## src/rtl/pwm_audio_pkg.sv

```systemverilog
// pwm_audio_pkg: shared defaults for the PWM sample player and its buffer.
package pwm_audio_pkg;
  localparam int DATA_W_DEF = 8;
  localparam int FIFO_DEPTH_DEF = 4;
  localparam logic [7:0] MIDSCALE_DEF = 8'h80;
endpackage

```

## src/rtl/sample_fifo.sv

```systemverilog
// sample_fifo: power-of-two sample buffer holding pointers, level and storage.
module sample_fifo
  import pwm_audio_pkg::*;
#(
  parameter int DATA_W = DATA_W_DEF,
  parameter int DEPTH = FIFO_DEPTH_DEF,
  localparam int AW = $clog2(DEPTH),
  localparam int LW = AW + 1
) (
  input  logic              clk,
  input  logic              rst,
  input  logic              i_wr,
  input  logic [DATA_W-1:0] i_wr_data,
  input  logic              i_rd,
  output logic [DATA_W-1:0] o_rd_data,
  output logic              o_full,
  output logic              o_empty,
  output logic [LW-1:0]     o_level
);
  logic [DATA_W-1:0] r_mem [DEPTH];
  logic [AW-1:0]     r_wr_ptr;
  logic [AW-1:0]     r_rd_ptr;
  logic [LW-1:0]     r_level;
  // Callers qualify i_wr/i_rd against full/empty, so the level cannot overflow.
  always_ff @(posedge clk) begin
    if (rst) begin
      r_wr_ptr <= '0;
      r_rd_ptr <= '0;
      r_level  <= '0;
    end else begin
      r_wr_ptr <= i_wr ? r_wr_ptr + 1'b1 : r_wr_ptr;
      r_rd_ptr <= i_rd ? r_rd_ptr + 1'b1 : r_rd_ptr;
      r_level  <= r_level + LW'(i_wr) - LW'(i_rd);
    end
  end
  always_ff @(posedge clk) begin
    if (i_wr) r_mem[r_wr_ptr] <= i_wr_data;
  end
  assign o_rd_data = r_mem[r_rd_ptr];
  assign o_full    = r_level == LW'(DEPTH);
  assign o_empty   = r_level == '0;
  assign o_level   = r_level;
endmodule

```

## src/rtl/pwm_sample_player.sv

```systemverilog
// pwm_sample_player: buffers audio samples and plays one per tick_clk edge as PWM.
module pwm_sample_player
  import pwm_audio_pkg::*;
#(
  parameter int DATA_W = DATA_W_DEF,
  parameter int FIFO_DEPTH = FIFO_DEPTH_DEF,
  parameter logic [DATA_W-1:0] MIDSCALE = MIDSCALE_DEF
) (
  input  logic                        clk,
  input  logic                        rst,
  input  logic                        tick_clk,
  input  logic [DATA_W-1:0]           s_data,
  input  logic                        s_valid,
  output logic                        s_ready,
  output logic                        pwm_out,
  output logic                        underrun,
  output logic [$clog2(FIFO_DEPTH):0] fifo_level
);
  logic              r_s1, r_s2, r_s3;
  logic [DATA_W-1:0] r_cur_sample;
  logic [DATA_W-1:0] r_duty;
  logic [DATA_W-1:0] r_pwm_cnt;
  logic              r_pwm_out;
  logic              r_underrun;
  logic              w_tick, w_wr, w_rd, w_full, w_empty;
  logic [DATA_W-1:0] w_rd_data;
  assign w_tick  = r_s2 & ~r_s3;
  assign s_ready = ~rst & ~w_full;
  assign w_wr    = s_valid & s_ready;
  assign w_rd    = w_tick & ~w_empty;
  sample_fifo #(.DATA_W(DATA_W), .DEPTH(FIFO_DEPTH)) u_fifo (
    .clk       (clk),
    .rst       (rst),
    .i_wr      (w_wr),
    .i_wr_data (s_data),
    .i_rd      (w_rd),
    .o_rd_data (w_rd_data),
    .o_full    (w_full),
    .o_empty   (w_empty),
    .o_level   (fifo_level)
  );
  // Synchronizer presets high so a tick_clk already high at reset release is not an edge.
  always_ff @(posedge clk) begin
    if (rst) begin
      r_s1         <= 1'b1;
      r_s2         <= 1'b1;
      r_s3         <= 1'b1;
      r_cur_sample <= MIDSCALE;
      r_duty       <= MIDSCALE;
      r_pwm_cnt    <= '0;
      r_pwm_out    <= 1'b0;
      r_underrun   <= 1'b0;
    end else begin
      r_s1         <= tick_clk;
      r_s2         <= r_s1;
      r_s3         <= r_s2;
      r_cur_sample <= w_rd ? w_rd_data : r_cur_sample;
      r_underrun   <= r_underrun | (w_tick & w_empty);
      r_pwm_cnt    <= r_pwm_cnt + 1'b1;
      r_duty       <= &r_pwm_cnt ? r_cur_sample : r_duty;
      r_pwm_out    <= r_pwm_cnt < r_duty;
    end
  end
  assign pwm_out  = r_pwm_out;
  assign underrun = r_underrun;
endmodule

```

## config.mk

```make
export PLATFORM = sky130hd
export DESIGN_NAME = pwm_sample_player
export DESIGN_NICKNAME = d
export VERILOG_FILES = /design/src/rtl/pwm_audio_pkg.sv /design/src/rtl/sample_fifo.sv /design/src/rtl/pwm_sample_player.sv
export SDC_FILE = /design/constraint.sdc
export NUM_CORES = 1
export LEC_CHECK = 0
export CAP_MARGIN = 20
export CORE_MARGIN = 5
export CORE_UTILIZATION = 52
export CTS_CLUSTER_DIAMETER = 30
export DETAILED_ROUTE_END_ITERATION = 6
export PLACE_DENSITY = 0.71
export SYNTH_ARGS = -nofsm -noshare
export SYNTH_HDL_FRONTEND = slang
export SYNTH_HIERARCHICAL = 1
export SYNTH_SLANG_ARGS = --single-unit
```

## constraint.sdc

```tcl
create_clock -name clk -period 4.1 [get_ports clk]
set_input_delay 1.23 -clock clk [delete_from_list [all_inputs] [get_ports clk]]
set_output_delay 1.23 -clock clk [all_outputs]
set_load 0.05 [all_outputs]
```

Yosys cells after proc, flatten, opt, wreduce, memory -nomap -nowiden
Memories as Yosys holds them, arrays and structs flattened. A register that Yosys moved wholly into a read port is not among the register bits. Index checks and enable logic that the tools add are counted.

Register bits after elaboration: 28. RAM bits: 32. Output and inout port bits: 6. Logic and storage cells: 32. Memories: 1.

Memories: u_fifo.r_mem (words 4, bits a word 8, read ports 1, clocked after Yosys merged registers in 1, wr ports 1, line sample_fifo.sv:20) `logic [DATA_W-1:0] r_mem [DEPTH];`.

Add/sub/neg operators: 5. Magnitude comparators: 1. Equal/unequal tests: 1. Muxes and demuxes: 2. Bitwise gates (word level): 10. Reduce and logical (&&, ||, !) cells: 2.

Operators by type and width (count): adder 8 x 1 -> 8 bit, second input constant (1); less-than comparator 8 bit (1); AND reduction 8 bit (1); bitwise AND 1 bit (5); adder 2 x 1 -> 2 bit, second input constant (2); NOT 1 bit (4); adder 3 x 1 -> 3 bit (1); == test 3 bit, second input constant (1); zero test 3 bit (1); subtractor 3 x 1 -> 3 bit (1); 2-to-1 mux 1 bit (2); bitwise OR 1 bit (1).

Depth between registers and ports, before layout
Depth in word-level cells: 6. Mapped depth: 9. Depth with buffers taken out: 8.

Modules after synthesis
The synthesis kept the hierarchy.

By module, submodules not included: sample_fifo (instances 1, cells each 84, area an instance 1596.5 um^2, seq. area each 1141.1 um^2); pwm_sample_player (instances 1, cells each 131, area an instance 1276.2 um^2, seq. area each 580.6 um^2).

Worst setup path before layout
No wires, ideal clock.

Kind: input-to-output. Start point: input rst. End point: output s_ready. Arrival: 2.055 ns. Path slack: 0.815 ns. Cell stages on the path: 2. Path buffers: 1. Cell sequence: clkbuf_1 > nor2_1.

Longest elaborated chain between the ends: 2.

RTL lines: start, declared (line pwm_sample_player.sv:10) `input logic rst,`; NOT 1 bit (line pwm_sample_player.sv:28) `assign s_ready = ~rst & ~w_full;`; bitwise AND 1 bit (line pwm_sample_player.sv:28); end, declared (line pwm_sample_player.sv:14) `output logic s_ready,`.

Every way passes these cells.

Worst setup path in the final report
Ends and elaborated chain as after synthesis.

==> flow_summary.ini <==
[status]
status = completed

[clock_tree]
cts_setup_buffers = 0
clk_pin_slew_ns = 0.07
cts_buffer_depth = 2
cts_hold_buffers = 0
cts_resized = 0
htree_levels = 3
clk_latency_ns = 0.33
cts_root_buffer = clkbuf_8
tritoncts = yes
cts_buffers = 9
clock-sinks = 70

[logic_synthesis]
synth_edf_count = 32
synth_commonest_cells = 38 x dfxtp_1, 32 x edfxtp_1, 20 x nor2_1
synth-seq-area-share = 0.5993
synthFlopType = dfxtp_1
post-synth-top-count-cell = dfxtp_1
syn_nets = 242
synth_top_cell_area_share = 0.3345
synthesis.area_um2 = 2873
synth-seq-cells = 70
yosysWarnings = 6
yosys-top-cells-area = edfxtp_1 33%, dfxtp_1 26%, mux4_2 6.3%, ha_1 6.1%, mux2i_1 5.6%
synth_cell_types = 39
synthCells = 215
synthesis.area_per_instance_um2 = 13.36
yosys.area.top_type = edfxtp_1
synth-async-reset-ratio = 0

[floorplan]
die_h_um = 84.33
start_util = 0.5282
dieWidth_um = 84.33
core-area_um2 = 5439
ios = 18
dieArea_um2 = 7111
rows = 27

[layout]
seq_area_um2 = 1722
area_growth_pct = 17.42
fin_nets = 265
diodes = 0
drive_gt1_frac = 0.1481
multi_input_area_um2 = 1067
fillers = 451

[detailed_routing]
wl_um = 4042
wl_met3_um = 138
wl_per_cell_um = 12.83
wirelength_met1_um = 2058
routed_via_density = 5.016
topRoutingLayerUsed = met4
drc = 0
num_vias = 1580
dr.pass1.iters = 4
wl_met2_um = 1739
drt-initial-drc-count = 72
final_antenna_net_count = 0

[timing]
setup_ws_ns = 0.8239
finClkSkew_ns = 0.005758
setup_tns_ns = 0
worstMarginPinSlew_ns = 0.5170
period_needed_ns = 3.276
maxSlewViolCount = 0
hold_violations = 0
relSlewSlack = 0.6549
final.period_utilization = 0.7990
fmax_mhz = 305.2
finalSetupViolCount = 0
rsz0062_at_grt = false

[power_and_ir_drop]
seqPwrFrac = 0.493
p_clk_frac = 0.423
total_power_mw = 1.560
max-vdd-ir-drop_mv = 0.2954
p_sw_frac = 0.2173
p_switching_mw = 0.3390
p_leak_nw = 1.168
pwr-share-comb = 0.083
cell_internal_pwr_mw = 1.221
powerDensity_nw_per_um2 = 462.4

[worst_hold_path]
hold_class = flip-flop to flip-flop

[critical_path]
crit_required_ns = 2.87
critPathSlowestCell = clkdlybuf4s50_1
critPathKind = primary input to primary output
cpLargestDelayFamily = buffers and inverters
arrival_ns = 2.05
crit_path_end_kind = primary output
cp_max_fo = 2
path_cells = clkdlybuf4s50_1 -> nor2_1 -> buf_12
critical_path.max_stage_delay_ns = 0.42
path_buf_inv = 2
startpoint_type = primary input

[job]
drv_cap = 0

[grt]
grt_overflow = 0
antenna_found_initial = 0
grt_pass1_wl_um = 6837
gr-usage-all-layers = 0.1234
grt_max_degree = 46
grt_pass1_vias = 1504

[placed_design]
io_buffers = 17
place_ws_ns = 0.8155
place.gp.congestion = 0.6854
hpwl_um = 2818
-- power groups by stage --
stage | clock [mW] | sequential (mW) | combinational, mW
3_3_place_gp | 0 | 0.784 | 0.129
2_1_floorplan | 0 | 0.800 | 0.0685
3_5_place_dp | 0 | 0.785 | 0.132
5_1_grt | 0.709 | 0.772 | 0.141
6_report | 0.661 | 0.769 | 0.130
4_1_cts | 0.680 | 0.769 | 0.132
-- logic make-up (layout without fill, tap and decap cells) --
family / Yosys count / count (layout) / share of synthesized area
AND/OR/NAND/NOR: 63 / 63 / 0.1224
adder cells (fa/ha/maj): 15 / 15 / 0.06795
flip-flops: 70 / 70 / 0.5993
XOR/XNOR: 6 / 6 / 0.02352
buffers and inverters: 21 / 49 / 0.03092
multiplexers: 24 / 24 / 0.1185
AO/OA/AOI/OAI: 16 / 16 / 0.03746
-- worst paths after layout --
path / start / endpoint / slack [ns] / depth (start not counted)
max: rst / s_ready / 0.82 / 3
min reg2reg: r_s1 / r_s2 / 0.42 / 1
max reg2reg: u_fifo/o_level[2] / u_fifo/o_level[2] / 1.87 / 9
min: r_s1 / r_s2 / 0.42 / 1
-- through the flow --
step	instances	hold WS, ns	cell area (um^2)	utilization
floorplan	215	0.3895	2873	-
CTS	315	0.4219	3373	0.6202
detailed placement	299	0.3969	3127	0.5749
global placement	299	0.3931	3127	0.5749
global route	315	0.4492	3373	0.6202
finish	315	0.4195	3373	0.6202
-- worst reg2reg max path, delay by kind of cell (launching register included) --
| family | cells | cell delay, ns |
|---|---|---|
| AND/OR/NAND/NOR | 3 | 0.47 |
| buffers and inverters | 2 | 0.25 |
| XOR/XNOR | 1 | 0.20 |
| flip-flops | 1 | 0.35 |
| adder cells (fa/ha/maj) | 3 | 0.85 |
-- layer usage --
layer,global-route usage,up-vias
met5,0,-
met4,0.07456,0
met3,0.03533,9
met2,0.1750,27
met1,0.1675,738
li1,-,806
-- flip-flops by register name (all words and copies together) (netlist names), named ones only --
| signal | flops |
|---|---|
| r_pwm_cnt | 8 |
| r_cur_sample | 8 |
| underrun | 1 |
| u_fifo/o_level | 3 |
| r_duty | 8 |
| r_s3 | 1 |
| u_fifo/r_wr_ptr | 2 |
| u_fifo/r_mem | 32 |
| r_s2 | 1 |
| r_s1 | 1 |
| u_fifo/r_rd_ptr | 2 |
| pwm_out | 1 |
-- final cells by class --
type | count | area share
inverter | 14 | 0.01558
multi-input combinational | 124 | 0.3164
timing repair buffer | 19 | 0.05786
tap | 72 | 0.02671
clock buffer | 9 | 0.03672
clock inverter | 7 | 0.03635
sequential | 70 | 0.5104
-- cells in the final DEF (no fill, tap or decap), drive strengths merged, types with 3 or more instances in the layout --
cell and instances:
a21oi 5, and2 5, buf 3, bufinv 3, clkbuf 9, clkdlybuf4s50 16
dfxtp 38, edfxtp 32, ha 14, inv 14, mux2i 16, mux4 8
nand2 4, nand2b 14, nand3 3, nor2 20, nor2b 5, o21ai 3
or2 3, xnor2 3
Power figures use the tool's default switching activity.
==> RTL change (same settings) <==
Reset style: asynchronous (`rst`), changed in 2 clocked blocks. Comments in the files are not updated.
--- a/src/rtl/sample_fifo.sv
+++ b/src/rtl/sample_fifo.sv
@@ -23,5 +23,5 @@
   logic [LW-1:0]     r_level;
   // Callers qualify i_wr/i_rd against full/empty, so the level cannot overflow.
-  always_ff @(posedge clk) begin
+  always_ff @(posedge clk or posedge rst) begin
     if (rst) begin
       r_wr_ptr <= '0;
--- a/src/rtl/pwm_sample_player.sv
+++ b/src/rtl/pwm_sample_player.sv
@@ -41,5 +41,5 @@
   );
   // Synchronizer presets high so a tick_clk already high at reset release is not an edge.
-  always_ff @(posedge clk) begin
+  always_ff @(posedge clk or posedge rst) begin
     if (rst) begin
       r_s1         <= 1'b1;
Function: differs if rst is asserted again (counterexample within 4 cycles, from zero or initial values and one cycle with rst high); with rst held inactive, the same outputs for 10 cycles.
==> RTL change against the unedited design <==
Final area fell by 2.0%; synthesized cell count fell by 20%; sequential cell count fell by 2; fmax rose by 1.2%; highest routed layer unchanged; area after synthesis fell by 2.1%; final cell count fell by 13%; routed wire length fell by 0.52%; setup slack improved by 0.038 ns.
Power is not compared: it rests on default switching activity, and its combinational part moved more than twofold at a synthesized area within 25%.
==> RTL change: results (changes against the unedited design) <==
status complete, no violations; Switching Fraction 0.288; post-synthesis sequential area ratio 0.664 (+0.0651); Inserted Clock Buffers 9 (unchanged); Mapped Cells 173 (-20%); fillers 362 (-20%); non-clk buf share 0.0613 (+0.00343); Final period util 0.790 (-0.00922); hold crit path type flip-flop to flip-flop; inverters 17 (+3); Area after DPL 3050 um2 (-2.4%); YS warnings 6 (unchanged); dominant cells by area after synthesis edfxtp_1, dfrtp_1, mux2_2; Crit Path Max Fanout 3 (+1); Routed WL 4020 um (-0.52%); crit path DAT 2.01 ns (-0.04 ns); area of the multi-input gates 858 um2 (-20%); clk cell area share 0.0685 (-0.00459); Setup WS pre-CTS 0.859 ns (+0.0435 ns); Layout area overhead 17.6%; Nets 227 (-14%); Synth Register Bits 68 (-2.9%); Final HPWL DP 3020 um (+7.1%); via count 1402 (-11%); prevailing post-synth register cell edfxtp_1; Async S/R FF share, synth 0.529 (+0.529); sequential share of cell area 0.565 (+0.0545); GRT Util Overall 0.134 (+0.0108); hold slack 0.362 ns (-0.0573 ns); pin count of the biggest net entering global routing 30 (-35%); Worst VDD drop 346 uV; global-route wire length before repair 7270 um (+6.3%); Yosys cell types 29 (-26%); Initial DRC Count 59 (-18%); HP Start r_s1; non-filler cells, final 275 (-13%); ratio of cells with drive above 1 in the final layout 0.259 (+0.110); Slew @ Worst Pin 0.542 ns (+0.0251 ns); vias in the first global route 1553 (+3.3%); cell count after placement 258 (-14%); routability cong. 0.740 (+8.0%); #MultiIn Comb 85 (-31%); Mapped Nets 200 (-17%); RR Startpoint u_fifo/o_level[2]
RTL change: worst paths after layout:
kind / endpoint / cells after the start
worst min-delay path: r_s2 / 0
max in group asynchronous: r_duty[7] / 3
worst min register to register: r_s2 / 0
worst max register to register: u_fifo/o_level[2] / 9
worst max-delay path: s_ready / 3
min in group asynchronous: r_cur_sample[0] / 2
RTL change: power groups by stage:
stage               registers, W  logic, W  clock network, W
floorplan               0.000965  0.000302                 0
global placement        0.000941  0.000414                 0
detailed placement      0.000954  0.000431                 0
CTS                     0.000940  0.000434          0.000633
global route            0.000958  0.000472          0.000668
finish                  0.000937  0.000431          0.000616
RTL change: cell families (layout without fill, tap and decap cells):
| group | after synthesis | after routing | synth area share |
|---|---|---|---|
| DFF | 68 | 68 | 0.664 |
| buffers and inverters | 20 | 52 | 0.0303 |
| AOI/OAI and AO/OA | 8 | 8 | 0.0165 |
| muxes | 24 | 24 | 0.128 |
| and+or+nand+nor | 27 | 27 | 0.0570 |
| xor gates and xnor gates | 11 | 11 | 0.0343 |
| adders and majority gates | 15 | 15 | 0.0694 |
RTL change: layer usage:
| layer | vias up | GRT usage | wire length (um) |
|---|---|---|---|
| met5 | - | 0 | 0 |
| met4 | 0 | 0.0804 | 71 |
| met3 | 8 | 0.0365 | 116 |
| met2 | 17 | 0.214 | 2040 |
| met1 | 703 | 0.163 | 1790 |
| li1 | 674 | - | - |
RTL change: worst register-to-register path, delay by kind of cell, from the launching register on:
family / cells / cell delay, ns
AND/OR/NAND/NOR: 2 / 0.36
buffers and inverters: 2 / 0.23
XOR/XNOR: 2 / 0.31
flip-flops: 1 / 0.42
adder cells (fa/ha/maj): 3 / 0.85
